`src/rtl/fetch_pkg.sv`:
```
// rtl/fetch_pkg.sv - shared constants and types for the instruction-fetch stage
package fetch_pkg;

  localparam int DEF_N    = 16;
  localparam int DEF_PC_W = 16;

  // Architectural no-op: no register write, no memory write, no PC write.
  localparam logic [15:0] NOP_INSTR = 16'hB000;

  typedef enum logic [1:0] {
    FILL = 2'd0,
    RUN  = 2'd1,
    HOLD = 2'd2
  } fetch_state_t;

endpackage

```
`src/rtl/fetch_skid_buffer.sv`:
```
// rtl/fetch_skid_buffer.sv - one-entry {instr, pc} holding register for data returned during a stall
module fetch_skid_buffer #(
  parameter int N    = 16,
  parameter int PC_W = 16
) (
  input  logic            clk,
  input  logic            rst_n,
  input  logic            capture,
  input  logic            drain,
  input  logic            flush,
  input  logic [N-1:0]    in_instr,
  input  logic [PC_W-1:0] in_pc,
  output logic [N-1:0]    instr,
  output logic [PC_W-1:0] pc,
  output logic            valid
);

  // Flush beats capture so a redirect never leaves a stale entry behind.
  always_ff @(posedge clk or negedge rst_n) begin
    if (!rst_n) begin
      instr <= '0;
      pc    <= '0;
      valid <= 1'b0;
    end else if (flush) begin
      valid <= 1'b0;
    end else if (capture) begin
      instr <= in_instr;
      pc    <= in_pc;
      valid <= 1'b1;
    end else if (drain) begin
      valid <= 1'b0;
    end
  end

endmodule

```
`src/rtl/fetch_stage.sv`:
```
// rtl/fetch_stage.sv - PC, 1-cycle imem request tracking and IF/ID register; FETCH_PERF_CNT_EN adds fetch/bubble counters
module fetch_stage
  import fetch_pkg::*;
#(
  parameter int              N        = DEF_N,
  parameter int              PC_W     = DEF_PC_W,
  parameter logic [PC_W-1:0] RESET_PC = '0
) (
  input  logic            clk,
  input  logic            rst_n,
  input  logic            stall,
  input  logic            branch_taken,
  input  logic [PC_W-1:0] branch_target,
  output logic [PC_W-1:0] imem_addr,
  input  logic [N-1:0]    imem_rdata,
  output logic [N-1:0]    instr_out,
  output logic [PC_W-1:0] pc_out,
  output logic            instr_valid
`ifdef FETCH_PERF_CNT_EN
  ,
  output logic [15:0]     fetch_count,
  output logic [15:0]     bubble_count
`endif
);

  fetch_state_t    state_q, state_d;
  logic [PC_W-1:0] pc_fetch_q;
  logic [PC_W-1:0] req_pc_q;
  logic            req_valid_q;

  logic            advance;
  logic            capture;
  logic            flush;

  logic [N-1:0]    skid_instr;
  logic [PC_W-1:0] skid_pc;
  logic            skid_valid;

  logic [N-1:0]    load_instr;
  logic [PC_W-1:0] load_pc;
  logic            load_valid;

  assign imem_addr = pc_fetch_q;

  always_ff @(posedge clk or negedge rst_n) begin
    if (!rst_n) state_q <= FILL;
    else        state_q <= state_d;
  end

  always_comb begin
    state_d = state_q;
    advance = 1'b0;
    capture = 1'b0;
    flush   = 1'b0;
    if (branch_taken) begin
      flush   = 1'b1;
      state_d = RUN;
    end else if (stall) begin
      capture = req_valid_q;
      if (state_q != FILL) state_d = HOLD;
    end else begin
      advance = 1'b1;
      state_d = RUN;
    end
  end

  // Skid data is always older than anything in flight, so it drains first.
  always_comb begin
    load_instr = N'(NOP_INSTR);
    load_pc    = '0;
    load_valid = 1'b0;
    if (skid_valid) begin
      load_instr = skid_instr;
      load_pc    = skid_pc;
      load_valid = 1'b1;
    end else if (req_valid_q) begin
      load_instr = imem_rdata;
      load_pc    = req_pc_q;
      load_valid = 1'b1;
    end
  end

  fetch_skid_buffer #(.N(N), .PC_W(PC_W)) u_skid (
    .clk      (clk),
    .rst_n    (rst_n),
    .capture  (capture),
    .drain    (advance),
    .flush    (flush),
    .in_instr (imem_rdata),
    .in_pc    (req_pc_q),
    .instr    (skid_instr),
    .pc       (skid_pc),
    .valid    (skid_valid)
  );

  always_ff @(posedge clk or negedge rst_n) begin
    if (!rst_n) begin
      pc_fetch_q  <= RESET_PC;
      req_pc_q    <= '0;
      req_valid_q <= 1'b0;
      instr_out   <= N'(NOP_INSTR);
      pc_out      <= '0;
      instr_valid <= 1'b0;
    end else if (flush) begin
      pc_fetch_q  <= branch_target;
      req_valid_q <= 1'b0;
      instr_out   <= N'(NOP_INSTR);
      pc_out      <= '0;
      instr_valid <= 1'b0;
    end else if (advance) begin
      req_pc_q    <= pc_fetch_q;
      req_valid_q <= 1'b1;
      pc_fetch_q  <= pc_fetch_q + PC_W'(1);
      instr_out   <= load_instr;
      pc_out      <= load_pc;
      instr_valid <= load_valid;
    end else if (capture) begin
      req_valid_q <= 1'b0;
    end
  end

`ifdef FETCH_PERF_CNT_EN
  // Stalled edges leave IF/ID untouched and are counted as neither.
  always_ff @(posedge clk or negedge rst_n) begin
    if (!rst_n) begin
      fetch_count  <= '0;
      bubble_count <= '0;
    end else if (flush) begin
      bubble_count <= bubble_count + 16'd1;
    end else if (advance) begin
      if (load_valid) fetch_count  <= fetch_count + 16'd1;
      else            bubble_count <= bubble_count + 16'd1;
    end
  end
`endif

endmodule

```
`config.mk`:
```
export PLATFORM = sky130hd
export DESIGN_NAME = fetch_stage
export DESIGN_NICKNAME = d
export VERILOG_FILES = /design/src/rtl/fetch_pkg.sv /design/src/rtl/fetch_skid_buffer.sv /design/src/rtl/fetch_stage.sv
export SDC_FILE = /design/constraint.sdc
export NUM_CORES = 1
export LEC_CHECK = 0
export BUFFER_PORTS_ARGS = -buffer_cell sky130_fd_sc_hd__buf_2
export CORE_ASPECT_RATIO = 1.4
export CORE_UTILIZATION = 30
export DETAILED_ROUTE_END_ITERATION = 7
export GPL_TIMING_DRIVEN = 0
export HOLD_SLACK_MARGIN = 0.06
export MAX_ROUTING_LAYER = met4
export PLACE_DENSITY_LB_ADDON = 0.15
export SYNTH_ARGS = -nofsm -noshare
export SYNTH_HDL_FRONTEND = slang
export SYNTH_HIERARCHICAL = 1
export SYNTH_SLANG_ARGS = --single-unit
```
`constraint.sdc`:
```
create_clock -name clk -period 3.1 [get_ports clk]
set_input_delay 0.465 -clock clk [delete_from_list [all_inputs] [get_ports clk]]
set_output_delay 0.465 -clock clk [all_outputs]
set_load 0.01 [all_outputs]
```
==> results.md, run 1 <==
- Post-Route WL: 10500 um
- Max Slew Vio Count: 0
- Post-cts gate resize count: 0
- Most frequent cells in the layout: dfrtp_1, buf_2, nor3_1
- Mean area per synthesized cell: 12.7 um^2
- Nets: 491
- Cell variety after synth: 37
- Synthesis-to-layout area growth: 21.8%
- Placed wire-length estimate: 7540 um
- FF-to-FF Start: imem_addr[0]$_DFFE_PN0P_
- CTS sink cnt: 99
- CTS Hold Bufs: 0
- Most common cell after layout, fill and taps aside: dfrtp_1
- Worst Skew: 0.00818 ns
- Starting Density: 31.1%
- CP bufs+invs: 4
- N_diodes: 0
- Initial antenna violation count: 0
- Crit path kind: input port to flip-flop
- Iteration-0 DRC Markers: 115
- Crit-path most repeated cell: buf_2
- R2R cell count: 5
- I/O pins: 85
- YS warnings: 6
- FF+latch count, synth: 99
- Cell Count Post-Placement: 632
- Post-synthesis sequential area ratio: 54.5%
- Setup crit end kind: flip-flop
- DR vias/cell: 4.70
- Rows: 52
- CTS root buf: clkbuf_16
- Setup violators final: 0
- WP depth: 8
- Grt total ovfl: 0
- Setup_tns: 0 ns
- Sequential cell area: 0.00248 mm^2
- Post-Place Setup Slack: 0.999 ns
- Htree depth: 3
- Req. time, crit path: 3.33 ns
- Final min period: 1.73 ns
- Max Root-Sink Buffers: 2
- Hold Crit Class: input port to async pin
- CP startpoint: branch_taken
- Post-Synthesis Cells: 358
- Relative max-transition margin: 61.4%
- Worst-path cell chain: buf_2, buf_2, nand2b_1, nor2_1, nor2b_4, buf_6, buf_12, mux2_4
- CTS Buf Count: 9
- LEAKAGE: 2.51 nW
- Worst path max stage delay: 0.30 ns
- Vias in the first global route: 3235
- Delay-heaviest family, CP: buffers and inverters
- Synth top area share: 52.8%
- Die height: 148 um
- Post-synth EDFFs: 0
- Worst slew pin tran: 0.580 ns
- WL/cell: 16.2 um
- Port Buf Inserts: 84
- Fin cells: 648
- Largest area contributor in the netlist: dfrtp_1
- Post-DRT Antenna Nets: 0
- Pwr per Cell Area: 594 mW/mm^2
- Largest net degree at the start of global routing: 66
- Worst skew pair latency: 0.34 ns
- Critical Path Source Type: input port
- Fmax: 579 MHz
- DRC Markers: 0
- Die footprint: 0.0157 mm^2
- Core area: 0.0146 mm^2
- Area of the multi-input gates: 0.00188 mm^2
- Post-Syn Area: 0.00455 mm^2
- Worst-path maximum fanout: 10
- Area contributors post-synth: dfrtp_1, mux2_4, a221oi_1, mux2_2, nor2b_1
- Postcts setup bufs: 0
- Worst EP arrival: 1.95 ns
- Async set-reset flop share out of synthesis: 100%
- Synth Flop Type: dfrtp_1
- Final Hold Viols: 0
- Post-route setup slack: 1.37 ns
- Vias: 3046
- RSZ-0062 raised after global routing: false
- Clk pin slew, worst setup/hold paths: 0.07 ns
- Final Cycle Share: 55.7%
- Total power: 3.29 mW
- Final Wtd Congestion: 0.758
- TritonCTS clock tree: built
- VDD IR-drop max: 0.240 mV
- Post-synthesis net count: 395
- Maximum Capacitance Violations: 0
- Total track usage: 14.9%
- Status: completed
- 1st-pass router iterations: 4
- Fillers: 1456
- Layout cells sized above 1: 38.3%
- Global-route wire length before repair: 17500 um
- Hold_ws: 0.0853 ns
- Die Wd: 106 um
- CP max stage cell: mux2_4
## logic make-up (layout without fill, tap and decap cells)
kind of cell | after synthesis | after routing | synth area share (%)
mux | 54 | 54 | 15.7
xor+xnor | 14 | 14 | 2.70
compound gates | 49 | 49 | 8.00
fa+ha+maj | 1 | 1 | 0.275
simple gates | 109 | 109 | 14.6
buf+inv | 32 | 133 | 4.15
flops | 99 | 99 | 54.5
## layout make-up
type	count	area share, %
Timing Repair Buffer	85	8.13
Clock buffer	9	4.07
Clock inverter	7	1.40
Buffer	26	3.00
Inverter	6	0.407
Multi-Input combinational cell	227	33.9
Tap cell	189	4.27
Sequential cell	99	44.8
## flip-flops by register name, indices dropped and copies added (netlist names)
name / count
req_pc_q: 16
req_valid_q: 1
instr_out: 16
u_skid/instr: 16
u_skid/valid: 1
u_skid/pc: 16
pc_out: 16
imem_addr: 16
instr_valid: 1
## layer usage
layer	routed length, um	vias up	track usage [%]
met4	187	0	6.46
li1	-	1480	-
met5	0	-	-
met3	249	10	1.81
met1	4790	1499	18.4
met2	5270	57	24.6
## power breakdown
| part | internal, mW | total [mW] | switching (mW) |
|---|---|---|---|
| Clock | 0.631 | 1.13 | 0.500 |
| Sequential | 1.49 | 1.65 | 0.155 |
| Combinational | 0.300 | 0.513 | 0.213 |
| Total | 2.42 | 3.29 | 0.867 |
## cell usage after synthesis, types with 2 or more instances
library cell and instances:
mux2_2 20, o21ai_1 4, nand2b_1 2, nor4_2 3, nand4_1 2, nand3_1 4, buf_2 7, nor2b_1 30
dfrtp_1 96, inv_1 6, buf_12 3, a21oi_1 4, nor3_1 33, o21ai_0 9, mux2i_1 4, a221oi_1 29
nand2_1 17, xor2_1 5, xnor2_1 9, clkbuf_1 13, nor2_1 11, mux2_4 30, dfstp_2 3
## per-stage QoR
stage,instance area (um^2),utilization (%)
after global placement,5210,35.6
after floorplan,4550,-
final,5540,37.8
after global routing,5540,37.8
after CTS,5540,37.8
after detailed placement,5240,35.8
## path summary, 6_finish.rpt
path | end | slack (ns)
min in group clk | imem_addr[6]$_DFFE_PN0P_ | 0.33
max in group asynchronous | instr_out[15]$_DFFE_PN1P_ | 2.32
hold reg to reg | u_skid/instr[3]$_DFFE_PN0P_ | 0.51
setup / recovery | u_skid/instr[2]$_DFFE_PN0P_ | 1.37
hold / removal | u_skid/instr[12]$_DFFE_PN0P_ | 0.09
setup reg to reg | imem_addr[12]$_DFFE_PN0P_ | 1.43
No activity file was read; power rests on OpenSTA's default activity.
==> inputs of run 2 (changes only) <==
--- a/config.mk
+++ b/config.mk
@@ -5,6 +5,7 @@
 export SDC_FILE = /design/constraint.sdc
 export NUM_CORES = 1
 export LEC_CHECK = 0
+export ABC_AREA = 1
 export BUFFER_PORTS_ARGS = -buffer_cell sky130_fd_sc_hd__buf_2
 export CORE_ASPECT_RATIO = 1.4
 export CORE_UTILIZATION = 30
==> constraint.sdc (replaced) <==
create_clock -name clk -period 1.6 [get_ports clk]
set_input_delay 0.24 -clock clk [delete_from_list [all_inputs] [get_ports clk]]
set_output_delay 0.24 -clock clk [all_outputs]
set_load 0.01 [all_outputs]
==> run 2 against run 1 <==
  * Flip-flop and latch count unchanged
  * Synthesized cell count rose by 44%
  * First-iteration DRC count increased by 31%
  * Die area rose by 0.27%
  * Hold slack improved by 0.024 ns
  * Largest cell class unchanged
  * Combinational power increased by 59%
  * Register-to-register slack got worse by 1.3 ns
  * Global-route usage is 2.4 points higher
  * Clock skew up 0.00080 ns
  * Final cell count rose by 25%
==> results.md, run 2 <==
- Largest area contributor in the netlist: dfrtp_1
- Core area: 0.0149 mm^2
- Max Slew Vio Count: 0
- Cell variety after synth: 29
- Largest net degree at the start of global routing: 62
- FF+latch count, synth: 99
- Global-route wire length before repair: 20300 um
- Die Wd: 106 um
- Maximum Capacitance Violations: 0
- Most frequent cells in the layout: nand2_1, dfrtp_1, buf_2
- Mean area per synthesized cell: 8.84 um^2
- Worst EP arrival: 1.73 ns
- Fmax: 696 MHz
- Total track usage: 17.3%
- Hold path depth: 3
- Layout cells sized above 1: 26.2%
- Final Wtd Congestion: 0.881
- Final Cycle Share: 89.8%
- Total power: 6.25 mW
- Hold Crit Class: input port to flip-flop
- LEAKAGE: 2.76 nW
- Htree depth: 3
- Final min period: 1.44 ns
- Clk pin slew, worst setup/hold paths: 0.07 ns
- I/O pins: 85
- Worst skew pair latency: 0.35 ns
- Hold Path Origin: branch_target[3]
- Crit path kind: flip-flop to flip-flop
- Rows: 53
- Worst slew pin tran: 0.542 ns
- VDD IR-drop max: 0.506 mV
- Crit-path most repeated cell: nor2_1
- CTS sink cnt: 99
- Worst Skew: 0.00898 ns
- Fillers: 1563
- Post-synth EDFFs: 0
- YS warnings: 6
- Post-synthesis net count: 553
- Max Root-Sink Buffers: 2
- Relative max-transition margin: 63.9%
- Vias: 3906
- Initial antenna violation count: 0
- Port Buf Inserts: 84
- N_diodes: 0
- Hold_ws: 0.109 ns
- Post-DRT Antenna Nets: 0
- Iteration-0 DRC Markers: 151
- Grt total ovfl: 0
- Worst-path cell chain: ha_1, nand3_1, inv_1, nand3b_1, nor2_1, nor2_1, nand2_1
- Req. time, crit path: 1.89 ns
- Worst-path maximum fanout: 6
- Most frequent cells after synthesis: nand2_1, dfrtp_1, nand3_1, nor2_1, o21ai_0
- Post-Syn Area: 0.00456 mm^2
- Nets: 650
- Postcts setup bufs: 0
- Worst Hold End: imem_addr[3]$_DFFE_PN0P_
- Final Hold Viols: 0
- CTS Buf Count: 9
- R2R cell count: 7
- Placed wire-length estimate: 9090 um
- Pwr per Cell Area: 1120 mW/mm^2
- Post-Route WL: 12600 um
- Area contributors post-synth: dfrtp_1, nand2_1, nand3_1, a22oi_1, o21ai_0
- FF-to-FF End: imem_addr[10]$_DFFE_PN0P_
- Worst path max stage delay: 0.43 ns
- Post-synthesis sequential area ratio: 54.4%
- Vias in the first global route: 3772
- DRC Markers: 0
- TritonCTS clock tree: built
- WL/cell: 15.6 um
- Synthesis-to-layout area growth: 22.6%
- Starting Density: 30.6%
- CTS root buf: clkbuf_16
- DR vias/cell: 4.82
- Setup crit end kind: flip-flop
- Async set-reset flop share out of synthesis: 100%
- Status: completed
- 1st-pass router iterations: 4
- Die footprint: 0.0157 mm^2
- Synth Flop Type: dfrtp_1
- Register-to-register setup slack: 0.16 ns
- CP max stage cell: dfrtp_1
- Synth top area share: 52.7%
- Most common cell after layout, fill and taps aside: nand2_1
- Setup_tns: 0 ns
- Setup violators final: 0
- Die height: 148 um
- FF-to-FF Start: imem_addr[1]$_DFFE_PN0P_
- Critical Path Source Type: flip-flop
- Post-Synthesis Cells: 516
- RSZ-0062 raised after global routing: false
- Most common cell in the netlist: nand2_1
## run 2: critical path, delay by kind of cell (launching register included)
family	cells	cell delay, ns
adder cells (fa/ha/maj)	1	0.23
flip-flops	1	0.43
buffers and inverters	1	0.23
AND/OR/NAND/NOR	5	0.49
## run 2: kinds of logic (layout without fill, tap and decap cells)
logic type               Yosys count  in the layout  share of synthesized area [%]
AO/OA/AOI/OAI                     86             86                           11.6
adder cells (fa/ha/maj)            1              1                          0.274
buffers and inverters             52            154                           6.69
flip-flops                        99             99                           54.4
AND/OR/NAND/NOR                  278            278                           27.0
## run 2: timing repair
item | 4_1_cts | 5_1_grt
hold buffers | 1 | 0
endpoints found under the hold margin | 38 | 0
gates resized for setup | 0 | 6
endpoints found under the setup margin | 0 | 12
## run 2: worst max path at each step
stage,from,to,slack (ns)
3_3_place_gp,rst_n,instr_valid$_DFFE_PN0P_,-0.89
6_report,imem_addr[1]$_DFFE_PN0P_,imem_addr[10]$_DFFE_PN0P_,0.16
2_1_floorplan,branch_taken,u_skid/pc[0]$_DFFE_PN0P_,0.27
5_1_grt,imem_addr[1]$_DFFE_PN0P_,imem_addr[10]$_DFFE_PN0P_,0.006
4_1_cts,u_skid/valid$_DFFE_PN0P_,pc_out[7]$_DFFE_PN0P_,0.1
3_5_place_dp,branch_taken,u_skid/instr[4]$_DFFE_PN0P_,-0.15
## run 2: per-layer routing
layer	part of all wire (%)	up-vias	track usage, %
met3	3.3	16	3.00
li1	-	1907	-
met2	50	101	27.8
met5	0	-	-
met1	44	1882	21.7
met4	1.8	0	6.46
## run 2: per-stage QoR
step / instances / setup WS (ns) / instance area, um^2 / util, %
after CTS: 810 / 0.0993 / 5590 / 37.5
after detailed placement: 793 / -0.150 / 5250 / 35.2
final: 810 / 0.164 / 5590 / 37.5
after global placement: 792 / -0.889 / 5220 / 35.0
after global routing: 810 / 0.00603 / 5590 / 37.5
after floorplan: 516 / 0.274 / 4560 / -
## run 2: report_power, final
part,internal (mW),switching (mW)
sequential,2.82,0.250
combinational,0.329,0.487
clock,1.41,0.959
## run 2: cell type report
type | count | area, um^2 | area share, %
Sequential cell | 99 | 2480 | 44.4
Multi-Input combinational cell | 365 | 1780 | 31.7
Timing Repair Buffer | 86 | 460 | 8.23
Tap cell | 192 | 240 | 4.29
Clock buffer | 10 | 239 | 4.27
Buffer | 30 | 226 | 4.05
Clock inverter | 6 | 88.8 | 1.59
Inverter | 22 | 82.6 | 1.48
==> inputs of run 3 (changes only) <==
--- a/config.mk
+++ b/config.mk
@@ -7,10 +7,10 @@
 export LEC_CHECK = 0
 export ABC_AREA = 1
 export BUFFER_PORTS_ARGS = -buffer_cell sky130_fd_sc_hd__buf_2
+export CAP_MARGIN = 20
 export CORE_ASPECT_RATIO = 1.4
 export CORE_UTILIZATION = 30
 export DETAILED_ROUTE_END_ITERATION = 7
-export GPL_TIMING_DRIVEN = 0
 export HOLD_SLACK_MARGIN = 0.06
 export MAX_ROUTING_LAYER = met4
 export PLACE_DENSITY_LB_ADDON = 0.15
==> run 3 against run 2 <==
  * Hold slack improved by 0.0097 ns
  * Cell area is 1.4% lower
  * Global-route usage shrank 0.28 points
  * Via count down 0.44%
  * Critical path depth unchanged
  * Sequential power hardly changed
  * Clock power fell by 5%
  * Final cell count decreased by 2.0%
  * Utilization is 0.53 points lower
  * Critical endpoint unchanged
  * Largest power group unchanged
  * Highest routed layer unchanged
==> results.md, run 3 (synthesis results as in run 2) <==
- Comb pwr share: 13.3%
- CP bufs+invs: 1
- R2R cell count: 7
- Placed wire-length estimate: 8210 um
- Met1 WL: 5530 um
- DR WL met3: 382 um
- CTS Buf Count: 9
- FF-to-FF End: imem_addr[10]$_DFFE_PN0P_
- Crit-path most repeated cell: nor2_1
- DRC Markers: 0
- Initial antenna violation count: 0
- Hold path depth: 3
- Max Root-Sink Buffers: 2
- Starting Density: 30.6%
- Worst path max stage delay: 0.46 ns
- Setup_tns: 0 ns
- Post-DRT Antenna Nets: 0
- Cell Count Post-Placement: 777
- Critical Path Source Type: flip-flop
- Fmax: 703 MHz
- Die height: 148 um
- Port Buf Inserts: 84
- Net Sw Power: 1.67 mW
- Post-Route WL: 12200 um
- Post-layout util: 37.0%
- Vias in the first global route: 3836
- Die footprint: 0.0157 mm^2
- CP max stage cell: dfrtp_1
- Final Hold Viols: 0
- WL/cell: 15.4 um
- Total track usage: 17.0%
- Layout cells sized above 1: 24.9%
- Worst-path maximum fanout: 6
- Worst-path cell chain: ha_1, nand3_1, inv_2, nand3b_1, nor2_1, nor2_1, nand2_1
- Total power: 6.11 mW
- RSZ-0062 raised after global routing: false
- Max Slew Vio Count: 0
- Most common cell after layout, fill and taps aside: nand2_1
- FF-to-FF Start: imem_addr[1]$_DFFE_PN0P_
- Iteration-0 DRC Markers: 216
- VDD IR-drop max: 0.490 mV
- Grt total ovfl: 0
- Fin cells: 794
- CTS root buf: clkbuf_16
- Top Layer Used: met4
- Vias: 3889
- Htree depth: 3
- Final Cycle Share: 88.9%
- Most frequent cells in the layout: nand2_1, dfrtp_1, buf_2
- Routed met2 length: 5990 um
- 1st-pass router iterations: 5
- Internal: 4.44 mW
- Crit path kind: flip-flop to flip-flop
- Req. time, crit path: 1.89 ns
- Clk pin slew, worst setup/hold paths: 0.07 ns
- Delay-heaviest family, CP: simple AND/OR/NAND/NOR gates
- Setup violators final: 0
- Final Wtd Congestion: 0.875
- DR vias/cell: 4.90
- N_diodes: 0
- Switching Fraction: 27.3%
- I/O pins: 85
- TritonCTS clock tree: built
- Setup crit end kind: flip-flop
- Relative max-transition margin: 65.9%
- Maximum Capacitance Violations: 0
- Status: completed
- Final min period: 1.42 ns
- WP depth: 7
- Hold_ws: 0.119 ns
- Global-route wire length before repair: 20200 um
- Worst skew pair latency: 0.35 ns
- LEAKAGE: 2.69 nW
- Hold Crit Class: input port to flip-flop
- Nets: 634
- Largest net degree at the start of global routing: 45
- Postcts setup bufs: 0
- Synthesis-to-layout area growth: 20.9%
- Clock power share: 36.7%
- Worst slew pin tran: 0.511 ns
- Worst EP arrival: 1.71 ns
- Pwr per Cell Area: 1110 mW/mm^2
- Critical Path Sink: imem_addr[10]$_DFFE_PN0P_
- Worst Skew: 0.00839 ns
- CP startpoint: imem_addr[1]$_DFFE_PN0P_
- Flop pwr share: 50.1%
- Core area: 0.0149 mm^2
- Register-to-register setup slack: 0.18 ns
- Die Wd: 106 um
- Rows: 53
- CTS sink cnt: 99
[run 3: worst reg2reg max path, delay by kind of cell (launching register included)]
kind | cells | cell delay, ns
fa+ha+maj | 1 | 0.23
buf+inv | 1 | 0.18
flops | 1 | 0.46
simple gates | 5 | 0.51
[run 3: area by class of cell]
type	count	area, um^2
inverters	22	82.6
clock buffers	12	256
fillers	1562	9410
clock inverters	4	48.8
flip-flops and latches	99	2480
multi-input cells	365	1790
repair buffers	100	621
well taps	192	240
[run 3: timing repair]
action,in CTS,in global routing
hold buffers,1,0
endpoints found under the hold margin,96,0
setup endpoints to repair,0,2
resized for setup,0,2
[run 3: worst min path at each step]
stage                           from                        to  slack, ns
floorplan                      rst_n  imem_addr[0]$_DFFE_PN0P_      -0.06
global placement               rst_n  instr_out[1]$_DFFE_PN0P_       0.11
detailed placement             rst_n  instr_out[1]$_DFFE_PN0P_       0.11
CTS                 branch_target[3]  imem_addr[3]$_DFFE_PN0P_       0.11
global route        branch_target[7]  imem_addr[7]$_DFFE_PN0P_       0.12
finish              branch_target[3]  imem_addr[3]$_DFFE_PN0P_       0.12
[run 3: power by group through the flow]
stage	sequential, mW	combinational (mW)	clock [mW]
floorplan	3.08	0.478	0
CTS	3.06	0.828	2.30
global route	3.11	0.934	2.40
global placement	3.10	0.808	0
finish	3.06	0.811	2.24
detailed placement	3.11	0.823	0
[run 3: per-stage QoR]
step | setup slack [ns] | cell area [um^2]
floorplan | 0.274 | 4560
global placement | 0.127 | 5200
detailed placement | 0.120 | 5200
CTS | 0.132 | 5510
global route | 0.0267 | 5520
finish | 0.178 | 5520
[run 3: per-layer routing]
layer / vias up / GRT usage, %
li1: 1879 / -
met1: 1898 / 22.0
met2: 94 / 26.7
met3: 18 / 1.90
met4: 0 / 7.92
met5: - / -
